## src/rtl/fu_issue_select.sv

```systemverilog
// fu_issue_select: picks one ready RS slot per cycle and registers its payload into the FU input stage.
// Optional macro FUS_ROUND_ROBIN_EN: rotating-priority selection instead of fixed lowest-index priority.
module fu_issue_select #(
    parameter int unsigned      N_REQ    = 2,
    parameter int unsigned      DATA_W   = 64,
    parameter int unsigned      TAG_W    = 6,
    parameter int unsigned      CTRL_W   = 179,
    parameter int unsigned      BMASK_W  = 4,
    parameter int unsigned      BSPTR_W  = 2,
    parameter logic [TAG_W-1:0] ZERO_TAG = {TAG_W{1'b1}}
) (
    input  logic                       clock,
    input  logic                       reset,
    input  logic [N_REQ-1:0]           rs_fu_en,
    input  logic [N_REQ*DATA_W-1:0]    rf_opA,
    input  logic [N_REQ*DATA_W-1:0]    rf_opB,
    input  logic [N_REQ*TAG_W-1:0]     rs_tagDest,
    input  logic [N_REQ*CTRL_W-1:0]    rs_control,
    input  logic [N_REQ*BMASK_W-1:0]   rs_bmask,
    input  logic [N_REQ*BSPTR_W-1:0]   rs_bs_ptr,
    input  logic                       br_mispredict,
    input  logic                       br_correct,
    input  logic [BMASK_W-1:0]         br_mask,
    input  logic                       fu_ready,
    output logic [N_REQ-1:0]           rs_grant,
    output logic                       fus_en,
    output logic [DATA_W-1:0]          fus_opA,
    output logic [DATA_W-1:0]          fus_opB,
    output logic [TAG_W-1:0]           fus_tagDest,
    output logic [CTRL_W-1:0]          fus_control,
    output logic [BMASK_W-1:0]         fus_bmask,
    output logic [BSPTR_W-1:0]         fus_bs_ptr
);

    localparam int unsigned IDX_W = (N_REQ > 1) ? $clog2(N_REQ) : 1;

    logic               valid_q;
    logic [DATA_W-1:0]  opa_q;
    logic [DATA_W-1:0]  opb_q;
    logic [TAG_W-1:0]   tag_q;
    logic [CTRL_W-1:0]  ctrl_q;
    logic [BMASK_W-1:0] bmask_q;
    logic [BSPTR_W-1:0] bsptr_q;

`ifdef FUS_ROUND_ROBIN_EN
    logic [IDX_W-1:0]   rr_ptr;
`endif

    logic [N_REQ-1:0]   eligible;
    logic               found;
    logic [IDX_W-1:0]   win_idx;
    int unsigned        sel_idx;
    logic               kill;
    logic               slot_free;
    logic               do_grant;

    logic [DATA_W-1:0]  sel_opa;
    logic [DATA_W-1:0]  sel_opb;
    logic [TAG_W-1:0]   sel_tag;
    logic [CTRL_W-1:0]  sel_ctrl;
    logic [BMASK_W-1:0] sel_bmask;
    logic [BSPTR_W-1:0] sel_bsptr;

    // A held entry dependent on the mispredicted branch is squashed and frees the stage.
    assign kill      = valid_q & br_mispredict & (|(bmask_q & br_mask));
    assign slot_free = ~valid_q | fu_ready | kill;

    // Requests on the wrong path of a mispredict are not eligible this cycle.
    always_comb begin
        eligible = '0;
        for (int unsigned i = 0; i < N_REQ; i++) begin
            eligible[i] = rs_fu_en[i]
                        & ~(br_mispredict & (|(rs_bmask[i*BMASK_W +: BMASK_W] & br_mask)));
        end
    end

    // Priority search: from rr_ptr when rotating, else from index 0.
    always_comb begin
        found   = 1'b0;
        win_idx = '0;
        sel_idx = 0;
        for (int unsigned k = 0; k < N_REQ; k++) begin
`ifdef FUS_ROUND_ROBIN_EN
            sel_idx = (32'(rr_ptr) + k) % N_REQ;
`else
            sel_idx = k;
`endif
            if (!found && eligible[sel_idx]) begin
                found   = 1'b1;
                win_idx = IDX_W'(sel_idx);
            end
        end
    end

    assign do_grant = found & slot_free & ~reset;

    always_comb begin
        rs_grant = '0;
        if (do_grant) begin
            rs_grant[win_idx] = 1'b1;
        end
    end

    assign sel_opa   = rf_opA[32'(win_idx)*DATA_W +: DATA_W];
    assign sel_opb   = rf_opB[32'(win_idx)*DATA_W +: DATA_W];
    assign sel_tag   = rs_tagDest[32'(win_idx)*TAG_W +: TAG_W];
    assign sel_ctrl  = rs_control[32'(win_idx)*CTRL_W +: CTRL_W];
    assign sel_bmask = rs_bmask[32'(win_idx)*BMASK_W +: BMASK_W];
    assign sel_bsptr = rs_bs_ptr[32'(win_idx)*BSPTR_W +: BSPTR_W];

    // FU input register: capture on grant, drain when free, otherwise hold (stall).
    always_ff @(posedge clock) begin
        if (reset) begin
            valid_q <= 1'b0;
            opa_q   <= '0;
            opb_q   <= '0;
            tag_q   <= ZERO_TAG;
            ctrl_q  <= '0;
            bmask_q <= '0;
            bsptr_q <= '0;
        end else if (slot_free) begin
            if (do_grant) begin
                valid_q <= 1'b1;
                opa_q   <= sel_opa;
                opb_q   <= sel_opb;
                tag_q   <= sel_tag;
                ctrl_q  <= sel_ctrl;
                bmask_q <= br_correct ? (sel_bmask & ~br_mask) : sel_bmask;
                bsptr_q <= sel_bsptr;
            end else begin
                valid_q <= 1'b0;
                opa_q   <= '0;
                opb_q   <= '0;
                tag_q   <= ZERO_TAG;
                ctrl_q  <= '0;
                bmask_q <= '0;
                bsptr_q <= '0;
            end
        end else if (br_correct) begin
            bmask_q <= bmask_q & ~br_mask;
        end
    end

`ifdef FUS_ROUND_ROBIN_EN
    always_ff @(posedge clock) begin
        if (reset) begin
            rr_ptr <= '0;
        end else if (do_grant) begin
            rr_ptr <= IDX_W'((32'(win_idx) + 1) % N_REQ);
        end
    end
`endif

    assign fus_en      = valid_q;
    assign fus_opA     = valid_q ? opa_q   : '0;
    assign fus_opB     = valid_q ? opb_q   : '0;
    assign fus_tagDest = valid_q ? tag_q   : ZERO_TAG;
    assign fus_control = valid_q ? ctrl_q  : '0;
    assign fus_bmask   = valid_q ? bmask_q : '0;
    assign fus_bs_ptr  = valid_q ? bsptr_q : '0;

endmodule

```

## config.mk

```make
export PLATFORM = sky130hd
export DESIGN_NAME = fu_issue_select
export DESIGN_NICKNAME = d
export VERILOG_FILES = /design/src/rtl/fu_issue_select.sv
export SDC_FILE = /design/constraint.sdc
export NUM_CORES = 1
export LEC_CHECK = 0
export BUFFER_PORTS_ARGS = -buffer_cell sky130_fd_sc_hd__buf_4
export CAP_MARGIN = 20
export CELL_PAD_IN_SITES_DETAIL_PLACEMENT = 0
export CELL_PAD_IN_SITES_GLOBAL_PLACEMENT = 1
export CORE_AREA = 2 2 383 385
export CTS_BUF_LIST = sky130_fd_sc_hd__clkbuf_16
export DETAILED_ROUTE_END_ITERATION = 10
export DIE_AREA = 0 0 385 387
export HOLD_SLACK_MARGIN = 0.05
export MAX_ROUTING_LAYER = met4
export PLACE_DENSITY_LB_ADDON = 0.1
export SLEW_MARGIN = 20
export SYNTH_ARGS = -nofsm -noshare
export SYNTH_HDL_FRONTEND = slang
export SYNTH_SLANG_ARGS = --single-unit
export TNS_END_PERCENT = 1
```

## constraint.sdc

```tcl
create_clock -name clock -period 3.52 [get_ports clock]
set_input_delay 0.704 -clock clock [delete_from_list [all_inputs] [get_ports clock]]
set_output_delay 0.704 -clock clock [all_outputs]
set_load 0.01 [all_outputs]
```

-- Word level (Yosys, flattened, before mapping)
Cells that the tools add are included.
- output and inout bits: 322
- flip-flop bits (word level): 320
- logic and storage cells: 66
- multipliers: 2
- order comparisons: 2
- multiplexer cells: 22
- shift-type cells: 6
- reductions and logical operators: 7
- bitwise gates (word level): 20
- operators with widths (operator ; number):
    $mux 179 ; 2
    $shiftx 358x10->179 ; 1
    $mux 64 ; 4
    $shiftx 128x8->64 ; 2
    $and 4x4->4 ; 5
    $mux 4 ; 5
    $mux 6 ; 2
    $reduce_or 4->1 ; 3
    $shiftx 12x5->6 ; 1
    $mul 1x8->9 const B ; 1
    $and 1x1->1 ; 8
    $shiftx 8x4->4 ; 1
    $mux 2 ; 3
    $mux 1 ; 5
    $not 1->1 ; 4
    $not 4->4 ; 1
    $shiftx 4x3->2 ; 1
    $mul 1x2->3 const B ; 1
    $logic_and 1x1->1 ; 2
    $lt 1x2->1 const B ; 1
    $or 1x1->1 ; 2
    $reduce_bool 2->1 ; 1
    $demux 1 s1 ; 1
    $ge 1x1->1 const B ; 1
    $logic_not 1->1 ; 1

-- Longest topological paths before layout
Gate-level depths: netlist (run 1).
- depth after elaboration: 14
- mapped depth: 8
- depth with buffers taken out: 4

-- Least setup slack after synthesis (run 1)
No wires, ideal clock.
- kind: input port to output port
- from: input br_mask[1]
- to: output rs_grant[0]
- arrival time: 1890 ps
- slack: 926 ps
- path buffers: 2
- stages: 6
- path through: a22o_1 o21ai_2 buf_2 buf_2 nand2_1 nor3_1
- cells in the longest elaborated chain, start to end: 14
- elaborated cells between the ends (all ways): 27
- those cells by class: 2 x order compare; 6 x mux; 13 x bitwise; 6 x reduce/logical
- RTL lines (element ; line ; source):
    from (decl) ; 23 ; input logic [BMASK_W-1:0] br_mask,
    $and 4x4->4 ; 73 ; & ~(br_mispredict & (|(rs_bmask[i*BMASK_W +: BMASK_W] & br_mask)));
    $reduce_or 4->1 ; 73 ;
    $and 1x1->1 ; 73 ;
    $not 1->1 ; 73 ;
    $and 1x1->1 ; 73 ;
    $mux 1 ; 88 ; if (!found && eligible[sel_idx]) begin
    $logic_not 1->1 ; 88 ;
    $logic_and 1x1->1 ; 88 ;
    $mux 1 ; 88 ;
    $lt 1x2->1 (not written as such) / $ge 1x1->1 (equally long branches) ; 100 ; rs_grant[win_idx] = 1'b1;
    $logic_and 1x1->1 (not written as such) ; 100 ;
    $mux 1 (not written as such) ; 100 ;
    $demux 1 s1 ; 100 ;
    $mux 2 * ; 99 ; if (do_grant) begin
    to (decl) ; 25 ; output logic [N_REQ-1:0] rs_grant,
Every way passes the cells marked *; elsewhere a longest branch is shown, timed or not.

-- Final worst setup path (run 1)
- from: register valid_q, in the netlist fus_en
- to: output rs_grant[1]
- cells in the longest elaborated chain, start to end: 6
- elaborated cells between the ends (all ways): 8
- those cells by class: 1 x mux; 7 x bitwise
- RTL lines (element ; line ; source):
    from (decl) ; 37 ; logic valid_q;
    from (signal assigned) ; 114 ; valid_q <= 1'b0;
    from (signal assigned) ; 123 ; valid_q <= 1'b1;
    from (signal assigned) ; 131 ; valid_q <= 1'b0;
    $and 1x1->1 / $not 1->1 (equally long branches) ; 65, 66 ;
    $and 1x1->1 / $or 1x1->1 (equally long branches) ; 65, 66 ;
    $or 1x1->1 * ; 66 ; assign slot_free = ~valid_q | fu_ready | kill;
    $and 1x1->1 * (2 in series) ; 95 ; assign do_grant = found & slot_free & ~reset;
    $mux 2 * ; 99 ;
Marks and branches as above.

==> impl_metrics.yaml, run 1 <==
cts:
  cts_tree: "done"
  cts-htree-levels: 2
  path_clk_slew_ns: 0.06
  cts_resized: 0
  clock_sinks: 320
  numCtsBuffers: 50
  insertion_delay_ns: 0.63
  cts-root-buf: "clkbuf_16"
  post_cts_buffers: 0
  holdBufCountCts: 0
  clk_path_buf_depth: 3
run:
  drv_cap: 0
setup_path:
  end_kind: "primary output"
  arrival_ns: 2.33
  worstSetupPathType: "reg2out"
  crit_path_max_fanout: 34
  start_kind: "register"
  required_ns: 2.82
grt:
  antenna_found_initial: 52
  grt_overflow: 0
  grt_pass1_vias: 27407
  grt_usage: 0.194
  grt_max_degree: 169
  grt_pass1_wl_microns: 207000
status:
  status: "completed"
detailed_routing:
  top_layer: "met4"
  m1WireLength_microns: 63500
  vias_per_cell: 4.53
  routedWlPerCell_microns: 26.0
  drc_errors: 0
  vias: 25747
  drtPass1Iterations: 5
  wl_microns: 148000
  drt-initial-drc-count: 1296
  wl_met2_microns: 69900
  final_antenna_net_count: 0
  wl_met3_microns: 10800
placement:
  gp_congestion: 0.804
  portBuffers: 970
  place_hpwl_microns: 102000
sta:
  fin_skew_ns: 0.0242
  tns_ns: 0
  rsz0062_at_grt: "no"
  fmax_mhz: 330
  hold_viol: 0
  fin_crit_sh: 0.862
  period_minus_slack_ns: 3.03
  setup_viol: 0
  worst_pin_slew_ns: 1.07
  relSlewSlack: 0.288
  slew_viol_final: 0
  fin_hold_ws_ns: 0.378
power_and_ir_drop:
  vdd_drop_max_v: 0.000330
  leakagePower_uw: 0.0137
  power_density_nw_per_um2: 366
synthesis:
  syn-cell-area_sq_um: 24500
  avgSynthCellArea_sq_um: 8.30
  yosysSeqAreaShare: 0.261
  syn_nets: 3607
  synth-seq-cells: 320
  synth_cell_types: 29
  syn_inst: 2958
  yosysWarnings: 0
floorplanning:
  core_area_sq_um: 145000
  num_rows: 140
  initial_core_util: 0.169
  die_x_microns: 385
  ioPinCount: 971
  die_area_sq_um: 149000
  die_y_microns: 387
layout:
  layout-drive-gt1-share: 0.430
  area_growth_pct: 43.8
  final_nets: 4337
  n_fill_cell: 16128
hold_path:
  min-delay-path-class: "in2reg"
## synth_stat cells
library cell	count	area, sq um
clkbuf_1	231	867
nor2b_1	3	18.8
a2bb2oi_1	84	736
buf_4	4	30.0
a2bb2oi_2	225	3380
a31oi_1	5	31.3
o31ai_1	4	30.0
inv_1	1	3.75
o22ai_1	315	1970
o21a_1	3	22.5
buf_6	29	327
and2_1	313	1960
nand3_1	8	40.0
a211oi_1	71	533
and4_1	1	8.76
a21oi_1	4	20.0
o21ai_2	1	8.76
a211oi_2	244	3050
nand2_1	621	2330
nand2b_1	323	2020
o2111ai_1	4	35.0
nor3_1	1	5.00
buf_1	29	109
nor2_1	7	26.3
buf_2	93	465
o32ai_1	6	52.6
o21ai_0	2	10.0
dfxtp_1	320	6410
a22o_1	6	52.6
## critical path, stage by stage, from the launching register on
cell     delay, ns
dfxtp_4       0.72
nor2b_1       0.42
nand2_1       0.18
and4_1        0.23
buf_4         0.15
## state kept, by name (all words and copies together) (netlist names)
register  flops
bmask_q       4
bsptr_q       2
ctrl_q      179
fus_en        1
opa_q        64
opb_q        64
tag_q         6
## metrics by stage
stage | total power [uW] | std cells | instance area [sq um] | utilization | setup WS, ns
after floorplan | 6480 | 2958 | 24500 | - | 0.926
after global placement | 8380 | 5553 | 33800 | 0.233 | 0.785
after detailed placement | 8380 | 5553 | 33800 | 0.233 | 0.773
after CTS | 13200 | 5639 | 35200 | 0.243 | 0.374
after global routing | 13600 | 5688 | 35300 | 0.244 | 0.294
final | 12900 | 5688 | 35300 | 0.244 | 0.487
## logic make-up after synthesis
kind of cell | after synthesis | synth area share
AOI/OAI and AO/OA | 974 | 0.405
and+or+nand+nor | 1277 | 0.261
buffers and inverters | 387 | 0.0734
DFF | 320 | 0.261
## metal layers
layer	GRT usage	up-vias
met5	-	-
met1	0.234	12701
met4	0.0619	0
met2	0.309	800
li1	-	12094
met3	0.0548	152
## final cells by class
type,count,area (sq um),area share
timing repair buffer,1064,8550,0.242
multi-input combinational,2251,16400,0.464
clock buffer,51,1280,0.0361
inverter,1,3.75,0.000106
tap,1917,2400,0.0679
sequential,320,6410,0.182
clock inverter,35,148,0.00418
antenna,49,123,0.00347
## cell usage in the layout, fill, tap and decap left out, drive strengths merged
cell type	count
o21a	3
a22o	6
inv	16
nand3	8
and4	1
and2	313
dfxtp	320
a21oi	4
nand2	621
o21ai	3
o2111ai	4
o32ai	6
nand2b	323
a211oi	315
clkinv	20
diode	49
o31ai	4
clkbuf	51
a2bb2oi	309
nor3	1
o22ai	315
nor2	7
buf	1064
a31oi	5
nor2b	3
## final timing paths
| check | from | end | slack, ns | cells past startpoint |
|---|---|---|---|---|
| worst max-delay path | fus_en$_SDFFE_PP0N_ | rs_grant[1] | 0.49 | 4 |
| worst min register to register | opa_q[20]$_SDFFE_PP0N_ | opa_q[20]$_SDFFE_PP0N_ | 0.47 | 2 |
| worst min-delay path | br_correct | bmask_q[0]$_SDFFE_PP0P_ | 0.38 | 4 |
| worst max register to register | fus_en$_SDFFE_PP0N_ | opb_q[0]$_SDFFE_PP0N_ | 1.16 | 5 |
## where the power goes
group	switching (uW)	internal [uW]
sequential	240	4050
clock	2100	2580
combinational	2170	1780
total	4500	8410
Note: power is estimated with default switching activity, not from simulation.
==> run 2, diff against run 1 <==
--- a/config.mk
+++ b/config.mk
@@ -16,6 +16,7 @@
 export HOLD_SLACK_MARGIN = 0.05
 export MAX_ROUTING_LAYER = met4
 export PLACE_DENSITY_LB_ADDON = 0.1
+export RECOVER_POWER = 25
 export SLEW_MARGIN = 20
 export SYNTH_ARGS = -nofsm -noshare
 export SYNTH_HDL_FRONTEND = slang
==> constraint.sdc (replaced) <==
create_clock -name clock -period 3.52 [get_ports clock]
set_input_delay 0.352 -clock clock [delete_from_list [all_inputs] [get_ports clock]]
set_output_delay 0.352 -clock clock [all_outputs]
set_load 0.01 [all_outputs]
==> run 2 against run 1 <==
Compared with the run above:
- worst hold slack worse by 0.27 ns
- clock power decreased by 1%
- setup slack got worse by 0.039 ns
- total power shrank 0.20%
- wire length increased by 1.2%
- die area stayed put
- cell area increased by 0.42%
- sequential power about the same
- sequential share of layout area shrank 0.076 points
==> impl_metrics.yaml, run 2 (same netlist as run 1, synthesis figures left out) <==
status:
  status: "completed"
detailed_routing:
  wl_microns: 150000
  drc_errors: 0
  vias: 25771
  drt-initial-drc-count: 1128
  drtPass1Iterations: 5
  vias_per_cell: 4.51
  routedWlPerCell_microns: 26.2
  final_antenna_net_count: 0
power_and_ir_drop:
  power_density_nw_per_um2: 364
  power_uw: 12900
  leakagePower_uw: 0.0137
  vdd_drop_max_v: 0.000328
sta:
  tns_ns: 0
  rsz0062_at_grt: "no"
  fin_hold_ws_ns: 0.104
  relSlewSlack: 0.0132
  slew_viol_final: 0
  fin_crit_sh: 0.873
  period_minus_slack_ns: 3.07
  fin_skew_ns: 0.0172
  setup_viol: 0
  hold_viol: 0
  worst_pin_slew_ns: 1.48
  fmax_mhz: 326
floorplanning:
  core_area_sq_um: 145000
  initial_core_util: 0.169
  ioPinCount: 971
  die_x_microns: 385
  die_y_microns: 387
  num_rows: 140
  die_area_sq_um: 149000
grt:
  grt_overflow: 0
  grt_pass1_vias: 27019
  grt_pass1_wl_microns: 210000
  grt_usage: 0.196
  antenna_found_initial: 39
  grt_max_degree: 167
setup_path:
  slowest_stage: "o21a_2"
  start_kind: "primary input"
  required_ns: 4.00
  slowest_delay_ns: 1.16
  worstSetupPathType: "in2reg"
  r2r_cells: 6
  arrival_ns: 3.55
  cp_cell_sequence: "dlygate4sd3_1, clkbuf_1, a22o_1, o21a_2, clkbuf_2, o22ai_1, a2bb2oi_2"
  crit_start: "br_mask[1]"
  r2r_start: "bmask_q[0]$_SDFFE_PP0P_"
  crit_path_max_fanout: 36
  end_kind: "register"
cts:
  cts_resized: 0
  clk_path_buf_depth: 3
  path_clk_slew_ns: 0.06
  insertion_delay_ns: 0.63
  cts-root-buf: "clkbuf_16"
  clock_sinks: 320
  numCtsBuffers: 49
  cts_tree: "done"
  cts-htree-levels: 2
layout:
  reg_top3: "ctrl_q: 179 flops, opa_q: 64 flops, opb_q: 64 flops"
  n_fill_cell: 16136
  seq_area_sq_um: 6410
  stdcell_area_sq_um: 35500
  area_growth_pct: 44.5
  layout-drive-gt1-share: 0.419
  final_nets: 4372
  largest_reg_flops: 179
  regMostFlops: "ctrl_q"
  layout_common_cells: "1004 x buf_4, 621 x nand2_1, 322 x nand2b_1"
  final_common_cell: "buf_4"
  multi_input_area_sq_um: 16400
run:
  drv_cap: 0
placement:
  place_hpwl_microns: 101000
  portBuffers: 970
  place_area_sq_um: 33700
  gp_congestion: 0.787
hold_path:
  whs_path_depth: 4
  min-delay-path-class: "in2reg"
  min_from: "rf_opA[117]"
-- run 2: final timing paths --
| path | end | slack (ns) |
|---|---|---|
| max | ctrl_q[13]$_SDFFE_PP0N_ | 0.45 |
| min | opa_q[53]$_SDFFE_PP0N_ | 0.10 |
| max reg2reg | bmask_q[3]$_SDFFE_PP0P_ | 0.91 |
| min reg2reg | opb_q[63]$_SDFFE_PP0N_ | 0.46 |
-- run 2: repair_timing --
action,in CTS,in global routing
hold buffers,41,0
endpoints found under the hold margin,34,0
buffers inserted,0,0
-- run 2: metrics by stage --
stage | setup WS [ns] | util | instances
floorplan | 1.63 | - | 2958
global placement | 1.09 | 0.232 | 5548
detailed placement | 1.08 | 0.232 | 5548
CTS | 0.558 | 0.245 | 5676
global route | 0.258 | 0.245 | 5714
finish | 0.449 | 0.245 | 5717
-- run 2: final cells by class --
| type | count | share of cell area |
|---|---|---|
| inverters | 1 | 0.000106 |
| clock buffers | 49 | 0.0346 |
| clock inverters | 38 | 0.00434 |
| multi-input cells | 2251 | 0.462 |
| repair buffers | 1100 | 0.248 |
| diodes | 41 | 0.00289 |
| well taps | 1917 | 0.0676 |
| flip-flops and latches | 320 | 0.181 |
-- run 2: worst max-delay path: cells and delay by family --
kind            cells  cell delay [ns]
compound gates      4             1.77
buf+inv             3             1.37
-- run 2: report_power, final --
part | switching, uW | leakage (uW) | internal, uW
combinational | 2210 | 0.0103 | 1790
sequential | 231 | 0.00266 | 4050
clock | 2130 | 0.000753 | 2490
-- run 2: layer usage --
layer / GRT usage / part of all wire / vias to the layer above
li1: - / - / 12151
met1: 0.242 / 0.44 / 12736
met2: 0.313 / 0.47 / 744
met3: 0.0486 / 0.064 / 140
met4: 0.0585 / 0.027 / 0
met5: - / 0 / -
